$ cat config.mk
export PLATFORM = sky130hd
export DESIGN_NAME = dwrr_pkt_sched_flat
export DESIGN_NICKNAME = d
export VERILOG_FILES = /design/src/rtl/dwrr_pkt_sched_pkg.sv /design/src/rtl/dwrr_pkt_sched_if.sv /design/src/rtl/dwrr_pkt_sched_rr_pridec.sv /design/src/rtl/dwrr_pkt_sched.sv /design/src/flat_wrapper.sv
export SDC_FILE = /design/constraint.sdc
export NUM_CORES = 1
export LEC_CHECK = 0
export ABC_AREA = 1
export CAP_MARGIN = 15
export CORE_ASPECT_RATIO = 1.2
export CORE_MARGIN = 1
export CORE_UTILIZATION = 55
export DETAILED_ROUTE_END_ITERATION = 10
export DONT_BUFFER_PORTS = 1
export GPL_TIMING_DRIVEN = 1
export PLACE_DENSITY = 0.7
export SETUP_SLACK_MARGIN = 0.5
export SLEW_MARGIN = 20
export SYNTH_ARGS = -nofsm -noshare
export SYNTH_HDL_FRONTEND = slang
export SYNTH_SLANG_ARGS = --single-unit
$ cat constraint.sdc
create_clock -name clk -period 3.48 [get_ports clk]
set_input_delay 0.348 -clock clk [delete_from_list [all_inputs] [get_ports clk]]
set_output_delay 0.348 -clock clk [all_outputs]
set_load 0.005 [all_outputs]
$ cat src/rtl/dwrr_pkt_sched_pkg.sv
// ---------------------------------------------------------------------------
// dwrr_sched_pkg
// Shared types and helpers for the packet-granular DWRR scheduler:
//   state_e    - scheduler FSM states
//   calc_dwid  - deficit counter width from quantum and length widths
//   sat_add    - add with a ceiling (covers width saturation and the cap)
// ---------------------------------------------------------------------------
package dwrr_sched_pkg;

    typedef enum logic [1:0] {
        IDLE   = 2'd0,
        CREDIT = 2'd1,
        CHECK  = 2'd2,
        XFER   = 2'd3
    } state_e;

    // One bit wider than the wider of quantum/length, so a full quantum can be
    // banked on top of a residual deficit without wrapping.
    function automatic int calc_dwid(input int qwid, input int lwid);
        return ((qwid > lwid) ? qwid : lwid) + 1;
    endfunction

    // Returns min(a + b, ceil). The 33-bit sum cannot wrap.
    function automatic logic [31:0] sat_add(input logic [31:0] a,
                                            input logic [31:0] b,
                                            input logic [31:0] ceil);
        logic [32:0] sum;
        sum = {1'b0, a} + {1'b0, b};
        return (sum > {1'b0, ceil}) ? ceil : sum[31:0];
    endfunction

endpackage

$ cat src/rtl/dwrr_pkt_sched_if.sv
// ---------------------------------------------------------------------------
// dwrr_pkt_sched_if
// Request/grant bundle between the requesters (master) and the scheduler
// (slave).
//   blk            master->slave  downstream stall
//   reqs           master->slave  per-requester packet pending
//   input_quantums master->slave  packed quanta, QWID bits per requester
//   pkt_lens       master->slave  packed head-packet lengths, LWID bits each
//   gnt            slave->master  one-hot beat grant
//   beat_last      slave->master  granted beat is the packet's last
//   busy           slave->master  a packet transfer is in progress
// ---------------------------------------------------------------------------
interface dwrr_pkt_sched_if #(
    parameter int NUM_REQS = 4,
    parameter int QWID     = 8,
    parameter int LWID     = 8
);
    logic                     blk;
    logic [NUM_REQS-1:0]      reqs;
    logic [NUM_REQS*QWID-1:0] input_quantums;
    logic [NUM_REQS*LWID-1:0] pkt_lens;
    logic [NUM_REQS-1:0]      gnt;
    logic                     beat_last;
    logic                     busy;

    modport master (
        output blk, reqs, input_quantums, pkt_lens,
        input  gnt, beat_last, busy
    );

    modport slave (
        input  blk, reqs, input_quantums, pkt_lens,
        output gnt, beat_last, busy
    );
endinterface

$ cat src/rtl/dwrr_pkt_sched_rr_pridec.sv
// ---------------------------------------------------------------------------
// rr_pridec
// Rotating priority decoder: finds the first set bit of reqs at or after
// index ptr, wrapping at NUM_REQS-1.
//   reqs  in   request vector
//   ptr   in   starting index
//   idx   out  first requesting index (0 when none)
//   any   out  at least one request is set
// ---------------------------------------------------------------------------
module rr_pridec #(
    parameter int NUM_REQS = 4,
    parameter int CNTWID   = $clog2(NUM_REQS)
) (
    input  logic [NUM_REQS-1:0] reqs,
    input  logic [CNTWID-1:0]   ptr,
    output logic [CNTWID-1:0]   idx,
    output logic                any
);
    int j;

    // Scan offsets from farthest to nearest so the nearest hit wins.
    always_comb begin
        // NOTE: every output gets a default before the loop; a path that
        // leaves one unassigned would infer a latch.
        idx = '0;
        any = 1'b0;
        j   = 0;
        for (int k = NUM_REQS - 1; k >= 0; k--) begin
            j = int'(ptr) + k;
            if (j >= NUM_REQS) j = j - NUM_REQS;
            if (reqs[j]) begin
                idx = CNTWID'(j);
                any = 1'b1;
            end
        end
    end
endmodule

$ cat src/rtl/dwrr_pkt_sched.sv
// ---------------------------------------------------------------------------
// dwrr_pkt_sched
// Packet-granular deficit-weighted round-robin scheduler. A requester is
// credited its quantum once per visit and may send whole packets while its
// deficit covers the head-packet length; a granted packet is never split.
//   clk  in   clock
//   rst  in   synchronous reset, active-low
//   bus  slave modport of dwrr_pkt_sched_if (reqs, quanta, lengths, blk in;
//        gnt, beat_last, busy out)
// Build option: define DEFICIT_CAP_EN to clamp each credited deficit to DCAP.
// ---------------------------------------------------------------------------
module dwrr_pkt_sched
    import dwrr_sched_pkg::*;
#(
    parameter int NUM_REQS = 4,
    parameter int QWID     = 8,
    parameter int LWID     = 8,
    parameter int DWID     = calc_dwid(QWID, LWID),
    parameter int CNTWID   = $clog2(NUM_REQS),
    parameter int DCAP     = 2 * (2**QWID - 1)
) (
    input logic             clk,
    input logic             rst,
    dwrr_pkt_sched_if.slave bus
);

`ifdef DEFICIT_CAP_EN
    localparam bit CAP_EN = 1'b1;
`else
    localparam bit CAP_EN = 1'b0;
`endif
    localparam int SAT_MAX = 2**DWID - 1;
    localparam int CEIL    = (CAP_EN && DCAP < SAT_MAX) ? DCAP : SAT_MAX;

    state_e              state;
    logic [CNTWID-1:0]   ptr;
    logic [LWID-1:0]     beat_cnt;
    logic [DWID-1:0]     deficit [NUM_REQS];

    logic [CNTWID-1:0]   next_idx;
    logic                next_any;
    logic [CNTWID-1:0]   ptr_inc;
    logic [QWID-1:0]     cur_quantum;
    logic [LWID-1:0]     raw_len;
    logic [LWID-1:0]     eff_len;
    logic [DWID-1:0]     eff_len_x;
    logic [DWID-1:0]     cur_def;
    logic [DWID-1:0]     credit_sum;
    logic [DWID-1:0]     def_next;
    logic [NUM_REQS-1:0] def_en;
    logic                beat_fire;

    rr_pridec #(.NUM_REQS(NUM_REQS), .CNTWID(CNTWID)) u_pridec (
        .reqs (bus.reqs),
        .ptr  (ptr),
        .idx  (next_idx),
        .any  (next_any)
    );

    assign ptr_inc     = (ptr == CNTWID'(NUM_REQS - 1)) ? '0 : ptr + CNTWID'(1);
    assign cur_quantum = bus.input_quantums[int'(ptr)*QWID +: QWID];
    assign raw_len     = bus.pkt_lens[int'(ptr)*LWID +: LWID];
    assign eff_len     = (raw_len == '0) ? LWID'(1) : raw_len;
    assign eff_len_x   = DWID'(eff_len);
    assign cur_def     = deficit[ptr];
    assign credit_sum  = DWID'(sat_add(32'(cur_def), 32'(cur_quantum), 32'(CEIL)));

    // The blk mask is combinational so a stall removes the grant in the same
    // cycle; everything else in the outputs is decoded from registered state.
    assign bus.gnt       = (state == XFER) ? ((NUM_REQS'(1) << ptr) & {NUM_REQS{~bus.blk}})
                                           : '0;
    assign beat_fire     = |bus.gnt;
    assign bus.beat_last = beat_fire & (beat_cnt == '0);
    assign bus.busy      = (state == XFER);

    // Only the deficit under ptr is ever rewritten, during CREDIT or CHECK.
    always_comb begin
        def_next = cur_def;
        def_en   = '0;
        for (int i = 0; i < NUM_REQS; i++)
            def_en[i] = (ptr == CNTWID'(i)) && (state == CREDIT || state == CHECK);
        if (state == CREDIT) begin
            def_next = credit_sum;
        end else if (state == CHECK) begin
            if (!bus.reqs[ptr])            def_next = '0;
            else if (cur_def >= eff_len_x) def_next = cur_def - eff_len_x;
        end
    end

    // NOTE: the deficit array is a handful of flops, not a RAM, so it takes a
    // reset; leaving it unreset would let stale credit leak across a reset.
    always_ff @(posedge clk) begin
        if (!rst) begin
            for (int i = 0; i < NUM_REQS; i++) deficit[i] <= '0;
        end else begin
            for (int i = 0; i < NUM_REQS; i++)
                if (def_en[i]) deficit[i] <= def_next;
        end
    end

    always_ff @(posedge clk) begin
        // NOTE: state is assigned non-blocking so every register sees the
        // pre-edge values of the others, independent of statement order.
        if (!rst) begin
            state    <= IDLE;
            ptr      <= '0;
            beat_cnt <= '0;
        end else begin
            unique case (state)
                IDLE: begin
                    if (next_any) begin
                        ptr   <= next_idx;
                        state <= CREDIT;
                    end
                end
                CREDIT: state <= CHECK;
                CHECK: begin
                    if (bus.reqs[ptr] && cur_def >= eff_len_x) begin
                        beat_cnt <= eff_len - LWID'(1);
                        state    <= XFER;
                    end else begin
                        // Dropped request or insufficient credit: move on.
                        ptr   <= ptr_inc;
                        state <= IDLE;
                    end
                end
                XFER: begin
                    if (beat_fire) begin
                        if (beat_cnt == '0) state <= CHECK;
                        else                beat_cnt <= beat_cnt - LWID'(1);
                    end
                end
                default: state <= IDLE;
            endcase
        end
    end

endmodule

$ cat src/flat_wrapper.sv
// flat-port wrapper written by rule: the top's interface ports become plain ports
module dwrr_pkt_sched_flat import dwrr_sched_pkg::*;
#(
    parameter int NUM_REQS = 4,
    parameter int QWID     = 8,
    parameter int LWID     = 8,
    parameter int DWID     = calc_dwid(QWID, LWID),
    parameter int CNTWID   = $clog2(NUM_REQS),
    parameter int DCAP     = 2 * (2**QWID - 1)
)
  (clk, rst, bus_blk, bus_reqs, bus_input_quantums, bus_pkt_lens, bus_gnt, bus_beat_last, bus_busy);
  dwrr_pkt_sched_if #(.NUM_REQS(NUM_REQS), .QWID(QWID), .LWID(LWID)) bus_i ();
  input logic clk;
  input logic rst;
  input wire logic [$bits(bus_i.blk)-1:0] bus_blk;
  input wire logic [$bits(bus_i.reqs)-1:0] bus_reqs;
  input wire logic [$bits(bus_i.input_quantums)-1:0] bus_input_quantums;
  input wire logic [$bits(bus_i.pkt_lens)-1:0] bus_pkt_lens;
  output wire logic [$bits(bus_i.gnt)-1:0] bus_gnt;
  output wire logic [$bits(bus_i.beat_last)-1:0] bus_beat_last;
  output wire logic [$bits(bus_i.busy)-1:0] bus_busy;
  assign bus_i.blk = bus_blk;
  assign bus_i.reqs = bus_reqs;
  assign bus_i.input_quantums = bus_input_quantums;
  assign bus_i.pkt_lens = bus_pkt_lens;
  assign bus_gnt = bus_i.gnt;
  assign bus_beat_last = bus_i.beat_last;
  assign bus_busy = bus_i.busy;
  dwrr_pkt_sched #(.NUM_REQS(NUM_REQS), .QWID(QWID), .LWID(LWID), .DWID(DWID), .CNTWID(CNTWID), .DCAP(DCAP)) u_core (.clk(clk), .rst(rst), .bus(bus_i));
endmodule
=== Word level (Yosys, flattened, before mapping) ===
Memory sizes are Yosys's and may differ from the RTL's. A register that Yosys moved wholly into a read port is not among the register bits.
Cells that the tools add are included.

* Output and inout bits: 6
* RAM bits: 36
* Word-level logic and storage cells: 130
* Bits in registers: 12
* Input port bits: 71
* Memories kept: 1

{| class="wikitable"
|+ Memories
! memory !! depth !! bits a word !! read ports !! clocked after memory_dff !! wr ports !! line !! RTL
|-
| u_core.deficit || 4 || 9 || 1 || 1 || 4 || dwrr_pkt_sched.sv:38 || <nowiki>logic [DWID-1:0] deficit [NUM_REQS];</nowiki>
|}

* Mux-type cells: 65
* $lt $le $gt $ge: 11
* Bitwise logic cells: 7
* Reductions and logical operators: 16
* $add $sub $neg: 12
* Shift operators: 3
* Equal/unequal tests: 12

{| class="wikitable"
|+ Operators with widths
! operator !! count
|-
| 32-bit by 4-bit less-than comparator with 1-bit output (second input constant) || 4
|-
| 32-bit two-way mux || 4
|-
| 9-bit two-way mux || 9
|-
| 32-bit by 6-bit indexed part select with 8-bit output || 2
|-
| 32-bit by 4-bit greater-or-equal comparator with 1-bit output (second input constant) || 1
|-
| 8-bit two-way mux || 4
|-
| 32-bit by 4-bit subtractor with 32-bit output (second input constant) || 1
|-
| 1-bit two-way mux || 26
|-
| 2-bit two-way mux || 13
|-
| 8-bit zero test || 2
|-
| 8-bit case mux with 2 select lines || 1
|-
| 8-bit by 1-bit subtractor with 8-bit output (second input constant) || 2
|-
| 9-bit by 8-bit adder with 10-bit output || 1
|-
| 1-bit binary-select mux with 2-bit select || 5
|-
| 10-bit by 9-bit greater-than comparator with 1-bit output (second input constant) || 1
|-
| 9-bit by 8-bit greater-or-equal comparator with 1-bit output || 1
|-
| 9-bit by 8-bit subtractor with 9-bit output || 1
|-
| 2-bit == test (second input constant) || 4
|-
| 2-bit case mux with 4 select lines || 1
|-
| 3-bit by 3-bit subtractor with 4-bit output (second input constant) || 2
|-
| 2-bit by 2-bit adder with 3-bit output (second input constant) || 2
|-
| 3-bit greater-or-equal comparator (second input constant) || 2
|-
| 2-bit by 1-bit inequality test with 1-bit output (second input constant) || 3
|-
| 2-bit inequality test (second input constant) || 3
|-
| other kinds (20) || 31
|}

=== Longest topological paths before layout ===
Gate-level depths: netlist of the first run.

* Word-level depth: 14
* Mapped depth: 26
* Gate-level depth less buffers: 24

=== Cells and area by module ===
From an unflattened synthesis of the first run, not the netlist that was laid out.

* Cell total of the unflattened synthesis: 651
* Area, all modules: 4,418.0 um2

{| class="wikitable"
|+ Modules (own cells, without submodules)
! module !! cells each !! area each (um2) !! times used !! seq. area each (um2)
|-
| dwrr_pkt_sched || 607 || 4,202.8 || 1 || 1,361.3
|-
| rr_pridec || 44 || 215.2 || 1 || 0.0
|}

=== Worst setup path after synthesis of the first run ===
No wires, ideal clock.

* Kind: register -> register
* Start point: reg u_core.ptr[0]
* End point: mem u_core.deficit[0][4] (netlist bit) (data pin)
* Stages on the path, launching flop included: 19
* Path buffers: 4
* Period minus slack after synthesis: 3,008 ps
* Slack: 472 ps
* Library setup time: 264 ps
* Arrival time: 2,744 ps
* Required time: 3,216 ps
* Path through: dfxtp_1 buf_6 inv_4 buf_6 clkbuf_1 clkbuf_1 nor2_1 o22ai_1 ha_1 a21oi_1 nand2_1 nand2_1 o211ai_1 nand2_1 a21boi_1 nor2_1 nand2_1 nand2_2 nor2_1

{| class="wikitable"
|+ RTL lines
! what !! line !! RTL
|-
| from (decl) || dwrr_pkt_sched.sv:36 || <nowiki>logic [CNTWID-1:0] ptr;</nowiki>
|-
| from (signal assigned) || dwrr_pkt_sched.sv:112 || <nowiki>ptr <= next_idx;</nowiki>
|-
| from (signal assigned) || dwrr_pkt_sched.sv:123 || <nowiki>ptr <= ptr_inc;</nowiki>
|-
| to (decl) || dwrr_pkt_sched.sv:38 ||
|}

==> impl_summary.log, run 1 <==
[metrics] die outline height: 99.2 µm
[metrics] Setup crit end kind: flip-flop
[metrics] clk slew on worst S/H paths: 0.11 ns
[metrics] clock tree from TritonCTS: yes
[metrics] setup skew after layout: 0.0183 ns
[metrics] gate count of the mapped netlist: 624
[metrics] width of the die: 83.0 µm
[metrics] total number of vias: 4,108
[metrics] arrival time at the worst endpoint: 2.95 ns
[metrics] main area contributors after synthesis: edfxtp_1 (25%), nand2_1 (15%), nor2_1 (8.1%)
[metrics] synthesized area divided by synthesized cell count: 6.94 µm²
[metrics] count of nets after finishing: 730
[metrics] Setup TNS: 0 ns
[metrics] Clk Latency, worst-skew pair: 0.32 ns
[metrics] last weighted congestion value of the routability-driven placer: 0.934
[metrics] number of cells traversed by the worst register-to-register path: 17
[metrics] max-cap violation count: 0
[metrics] final wirelength: 11.5 mm
[metrics] Sequential cell area: 0.00137 mm²
[metrics] reg2reg setup slack: 0.58 ns
[metrics] area used by multi-input combinational logic: 0.00268 mm²
[metrics] routed vias/inst: 5.67
[metrics] antenna violations before repair: 0
[metrics] cell taking the most area after synthesis: edfxtp_1
[metrics] total track usage: 27.9%
[metrics] actual transition at the worst max-transition pin: 0.547 ns
[metrics] Hold Path Sink: u_core.beat_cnt[3]
[metrics] cell family contributing the most delay on the critical path: simple AND/OR/NAND/NOR gates
[metrics] first-pass GRT wire length: 18.4 mm
[metrics] synth unique cells: 44
[metrics] number of inserted filler cells in the final layout: 737
[metrics] reg-to-reg endpoint: u_core.deficit[0][4]
[metrics] number of placed I/O pins: 77
[metrics] Max Clk Rate: 345 MHz
[metrics] cell repeated most along the worst path: nand2_1
[metrics] dominant cell by count in the synthesized netlist: nand2_1
[metrics] share of layout cells above drive strength 1: 14.8%
[metrics] gr ovfl total: 0
[metrics] critical setup path kind: reg -> reg
[metrics] final antenna-violating net count: 0
[metrics] combined area of all synthesized cells: 0.00433 mm²
[metrics] clock tree buffer depth: 2
[metrics] class of the tightest hold or removal check: in -> reg
[metrics] leading cell types by count after synthesis: nand2_1 (170), nor2_1 (94), inv_1 (51), nand3_1 (51), o21ai_0 (41)
[metrics] count of antenna diodes in the layout: 0
[metrics] maximum number of pins on one net before global-route repair: 37
[metrics] Crit-path slowest cell: dfxtp_4
[metrics] Residual DRC: 0
[metrics] top-area cell type share of the netlist area: 24.9%
[metrics] Slew Limit Fails: 0
[metrics] run status: finished, final reports clean
[metrics] Hold Violations, Final: 0
[metrics] signed area change from the synthesized netlist to the final layout: 8.89%
[metrics] Clock Sink Count: 50
[metrics] type of element launching the critical path: flip-flop
[metrics] register bit count reported by yosys: 50
[metrics] hpwl dp: 8.64 mm
[metrics] final period demand of the worst path: 2.90 ns
[metrics] number of synthesis warnings: 0
[metrics] cell-by-cell trace of the critical path: clkinvlp_4 -> buf_4 -> nand3_1 -> nand2_1 -> inv_2 -> ha_1 -> nand2_1 -> nor2_1 -> nand4_1 -> nand2_1 -> nor2_4 -> nand2_2 -> buf_4 -> o211ai_2 -> nand3_2 -> nand2_2 -> nor2_1
[metrics] max incr delay on CP: 0.43 ns
[metrics] vias in the first global route: 3,889
[metrics] part of the cycle the worst path needs: 83.2%
[metrics] critical hold path startpoint: rst
[metrics] main flop type after synthesis: edfxtp_1
[metrics] first-pass detailed-route iteration total: 5
[metrics] 1st-iter DRT viols: 200
[metrics] Std-Cell Rows: 35
[metrics] total die area: 0.00824 mm²
[metrics] Starting Density: 56.5%
[metrics] number of synthesized flops with an enable pin: 36
[metrics] tightest slew margin relative to the limit: 63.5%
[metrics] Port Buf Inserts: 0
[metrics] syn_nets: 722
[metrics] CTS Buf Count: 5
[metrics] worst hold stages: 2
[metrics] root buffer cell: clkbuf_8
[metrics] data required time at the worst endpoint: 3.53 ns
[metrics] RSZ-0062 raised after global routing: true
[metrics] share of flip-flops with an asynchronous set or reset after synthesis: 0%
[metrics] critical path buffer and inverter count: 4
[metrics] largest fanout of any net on the critical path: 8
[metrics] total number of H-tree levels: 2
[metrics] sequential fraction of the synthesis area: 31.4%
[metrics] Routed WL per cell: 15.8 µm
[metrics] setup violation total in the final timing report: 0
[metrics] core area: 0.00766 mm²
==> state kept, by name (all words and copies together) (netlist names), named ones only <==
register	flops
u_core.state	2
u_core.deficit	36
u_core.ptr	2
u_core.beat_cnt	8
==> layer usage <==
layer,GRT usage (%),part of all wire [%]
met5,0,0
met4,9.68,2.3
met3,3.65,5.5
met2,49.7,50
met1,34.8,42
==> timing repair <==
item / 4_1_cts / 5_1_grt
resized for setup: 11 / 26
setup buffers: 4 / 10
gates cloned: 0 / 1
hold buffers: 0 / 0
setup endpoints to repair: 50 / 49
pin swaps: 1 / 3
==> how the worst max path moves through the flow <==
stage,end,slack (ns),depth (start not counted)
after detailed placement,u_core.deficit[1][5],0.04,15
after global placement,u_core.deficit[2][5],0.06,15
after global routing,u_core.deficit[0][4],0.40,21
final,u_core.deficit[0][4],0.58,17
after floorplan,u_core.deficit[0][4],0.57,18
after CTS,u_core.deficit[3][2],0.55,21
==> layout make-up <==
class	count	share of cell area (%)
clock buffers	5	1.46
clock inverters	3	0.928
flip-flops and latches	50	29.1
well taps	92	2.44
inverters	61	5.30
repair buffers	22	4.00
multi-input cells	492	56.7
==> cells by family after synthesis <==
family / share of synthesized area [%]
XOR/XNOR: 2.43
AND/OR/NAND/NOR: 33.6
AO/OA/AOI/OAI: 15.8
adder cells (fa/ha/maj): 8.14
flip-flops: 31.4
buffers and inverters: 8.66
==> metrics by stage <==
step	cell area, µm²	hold WS [ns]	instances	worst slack [ns]	utilization, %
after floorplan	4330	0.450	624	0.572	-
after global placement	4380	0.475	702	0.0645	57.2
after detailed placement	4380	0.480	702	0.0377	57.2
after CTS	4550	0.128	714	0.554	59.4
after global routing	4720	0.147	725	0.397	61.6
final	4720	0.133	725	0.584	61.6
==> cells in the final DEF (no fill, tap or decap), types with 9 or more instances in the layout <==
cell	count
inv_1	46
edfxtp_1	36
nand3_1	51
inv_2	9
nand2_2	15
ha_1	22
buf_4	19
o21ai_1	15
nor2_1	93
nand2_1	161
dfxtp_1	10
o21ai_0	40
a21oi_1	24
==> worst register-to-register path, cell delays in order, from the launching register on <==
cell	delay (ns)
dfxtp_4	0.43
clkinvlp_4	0.20
buf_4	0.19
nand3_1	0.07
nand2_1	0.13
inv_2	0.13
ha_1	0.28
nand2_1	0.11
nor2_1	0.07
nand4_1	0.06
nand2_1	0.09
nor2_4	0.17
nand2_2	0.17
buf_4	0.18
o211ai_2	0.15
nand3_2	0.08
nand2_2	0.09
nor2_1	0.05
Power of run 1 is left out: the tool's default activity adds up to more than one toggle a clock period on the data nets, which glitch-free logic cannot reach.
==> run 2: changes to the inputs <==
==> constraint.sdc (replaced) <==
create_clock -name clk -period 2.7 [get_ports clk]
set_input_delay 0.27 -clock clk [delete_from_list [all_inputs] [get_ports clk]]
set_output_delay 0.27 -clock clk [all_outputs]
set_load 0.005 [all_outputs]
==> run 2 against run 1 <==
Effect of this change: the run now ends with negative setup slack left; largest cell class unchanged; clock-buffer cell count is 1 higher; core utilization rose by 18 points; non-clock buffer count increased by 76; first-iteration DRC count is 77% higher; die area is the same; final cell count is 11% higher; global-route usage increased by 3.9 points.
==> impl_summary.log, run 2 (synthesized netlist as in run 1, its figures left out) <==
[metrics] cell area reported after detailed placement: 0.00501 mm² (+14%)
[metrics] count of nets after finishing: 808 (+11%)
[metrics] total number of vias: 4,785 (+16%)
[metrics] Slew Limit Fails: 0 (unchanged)
[metrics] least setup slack across all paths after layout: -0.173 ns (-0.756 ns)
[metrics] gr ovfl total: 0 (unchanged)
[metrics] data required time at the worst endpoint: 2.75 ns (-0.78 ns)
[metrics] Std-Cell Rows: 35 (unchanged)
[metrics] last weighted congestion value of the routability-driven placer: 0.974 (+4.2%)
[metrics] die outline height: 99.2 µm (unchanged)
[metrics] final antenna-violating net count: 0 (unchanged)
[metrics] RSZ-0062 raised after global routing: true
[metrics] critical setup path kind: reg -> reg
[metrics] type of element launching the critical path: flip-flop
[metrics] clock tree buffer depth: 2 (unchanged)
[metrics] root buffer cell: clkbuf_8
[metrics] most common library cell in the layout ignoring fill and taps: nand2_1
[metrics] Clk Latency, worst-skew pair: 0.31 ns (about the same)
[metrics] Crit-path slowest cell: dfxtp_4
[metrics] arrival time at the worst endpoint: 2.92 ns (-0.03 ns)
[metrics] Setup crit end kind: flip-flop
[metrics] clk slew on worst S/H paths: 0.09 ns (-0.02 ns)
[metrics] final period demand of the worst path: 2.87 ns (-0.0235 ns)
[metrics] antenna violations before repair: 0 (unchanged)
[metrics] run status: complete, but fails checks
[metrics] tightest slew margin relative to the limit: 59.5% (-4.0 points)
[metrics] actual transition at the worst max-transition pin: 0.607 ns (+0.0599 ns)
[metrics] Residual DRC: 0 (unchanged)
[metrics] core area: 0.00766 mm² (unchanged)
[metrics] width of the die: 83.0 µm (unchanged)
[metrics] setup skew after layout: 0.00463 ns (-0.0137 ns)
[metrics] Inst Count DP: 768 (+9.4%)
[metrics] max-cap violation count: 0 (unchanged)
[metrics] cell-by-cell trace of the critical path: buf_6 -> nand2_2 -> nand3_2 -> nand2_2 -> buf_4 -> buf_6 -> buf_6 -> ha_4 -> nand2_2 -> inv_2 -> nand4_1 -> nand2_2 -> nor2_4 -> buf_12 -> buf_6 -> nor3_4 -> nor2_2 -> o21ai_2 -> nand3_2 -> nand2_4 -> nor2_1
[metrics] largest fanout of any net on the critical path: 6 (-2)
[metrics] clock tree from TritonCTS: yes
[metrics] final cell utilization of the core: 79.6% (+18 points)
[metrics] vias in the first global route: 4,584 (+18%)
[metrics] Hold Violations, Final: 0 (unchanged)
[metrics] commonest cells after routing, fill and taps aside: nand2_1 (120), buf_4 (73), nor2_1 (69)
[metrics] Clock Sink Count: 50 (unchanged)
[metrics] share of layout cells above drive strength 1: 42.5% (+28 points)
[metrics] Routed WL per cell: 17.4 µm (+10%)
[metrics] critical path buffer and inverter count: 7 (+3)
[metrics] hpwl dp: 9.16 mm (+6.0%)
[metrics] Starting Density: 56.5% (unchanged)
[metrics] top register by number of flip-flops: u_core.deficit
[metrics] signed area change from the synthesized netlist to the final layout: 40.8%
[metrics] cell family contributing the most delay on the critical path: simple AND/OR/NAND/NOR gates
[metrics] Port Buf Inserts: 0 (unchanged)
[metrics] class of the tightest hold or removal check: in -> reg
[metrics] violations in the final reports: negative setup slack
[metrics] max incr delay on CP: 0.45 ns (+0.02 ns)
[metrics] largest registers in the final layout: u_core.deficit x36, u_core.beat_cnt x8
[metrics] Max Clk Rate: 348 MHz (+0.82%)
[metrics] routed vias/inst: 5.96 (+5.2%)
[metrics] number of cells in the finished layout apart from fillers: 803 (+11%)
[metrics] part of the cycle the worst path needs: 106% (+23 points)
[metrics] number of inserted filler cells in the final layout: 479 (-35%)
[metrics] final design instance area without fill: 0.00610 mm² (+29%)
[metrics] first-pass GRT wire length: 20.9 mm (+14%)
[metrics] total number of H-tree levels: 2 (unchanged)
[metrics] count of antenna diodes in the layout: 0 (unchanged)
[metrics] maximum number of pins on one net before global-route repair: 19 (-49%)
[metrics] max reg flops: 36 (unchanged)
[metrics] CTS Buf Count: 5 (unchanged)
[metrics] total track usage: 31.8% (+3.9 points)
[metrics] setup violation total in the final timing report: 36 (+36)
[metrics] first-pass detailed-route iteration total: 7 (+2)
[metrics] total die area: 0.00824 mm² (unchanged)
[metrics] final wirelength: 14.0 mm (+22%)
[metrics] number of placed I/O pins: 77 (unchanged)
[metrics] 1st-iter DRT viols: 353 (+77%)
[metrics] placement-stage worst setup slack: -0.254 ns (-0.292 ns)
## run 2: changes by cell type in the layout (fill, tap and decap cells not counted), sizes merged
cell,change
buf,+76
clkbuf,+1
clkinv,-1
inv,+1
nand2,+1
## run 2: final cells by class
cell class | count | area [µm²] | area share (%)
Multi-Input combinational cell | 493 | 3380 | 55.4
Sequential cell | 50 | 1380 | 22.6
Clock inverter | 2 | 37.5 | 0.615
Tap cell | 92 | 115 | 1.89
Inverter | 61 | 251 | 4.12
Clock buffer | 6 | 72.6 | 1.19
Timing Repair Buffer | 98 | 858 | 14.1
Timing Repair inverter | 1 | 6.26 | 0.103
## run 2: path summary, 6_finish.rpt
check | start | endpoint | slack (ns) | depth (start not counted)
setup reg to reg | u_core.ptr[0] | u_core.deficit[0][7] | -0.17 | 21
hold / removal | rst | u_core.beat_cnt[2] | 0.07 | 2
setup / recovery | u_core.ptr[0] | u_core.deficit[0][7] | -0.17 | 21
hold reg to reg | u_core.beat_cnt[0] | u_core.beat_cnt[0] | 0.50 | 2
## run 2: metrics by stage
stage / hold slack (ns) / setup TNS, ns
global placement: 0.394 / -4.71
floorplan: 0.450 / 0
detailed placement: 0.400 / -5.68
CTS: 0.0603 / -0.0932
global route: 0.0583 / -7.18
finish: 0.0667 / -2.76
## run 2: metal layers
metal / routed length [µm] / global-route usage [%] / part of all wire, % / vias to the layer above
met5: 0 / 0 / 0 / -
met1: 5110 / 34.3 / 37 / 2232
met2: 7280 / 60.1 / 52 / 239
li1: - / - / - / 2247
met4: 723 / 14.9 / 5.2 / 0
met3: 880 / 5.73 / 6.3 / 67
## run 2: timing repair
item | in CTS | in global routing
cloned | 3 | 0
gates resized for setup | 139 | 71
pin swaps | 61 | 44
buffers inserted | 19 | 5
endpoints found under the setup margin | 50 | 50
hold buffers | 0 | 0
## run 2: worst reg2reg max path, delay by kind of cell, from the launching register on
family / cells / cell delay, ns
simple gates: 12 / 1.01
buf+inv: 7 / 0.82
flops: 1 / 0.45
fa+ha+maj: 1 / 0.28
compound gates: 1 / 0.08
Power of run 2 is left out for the same reason.
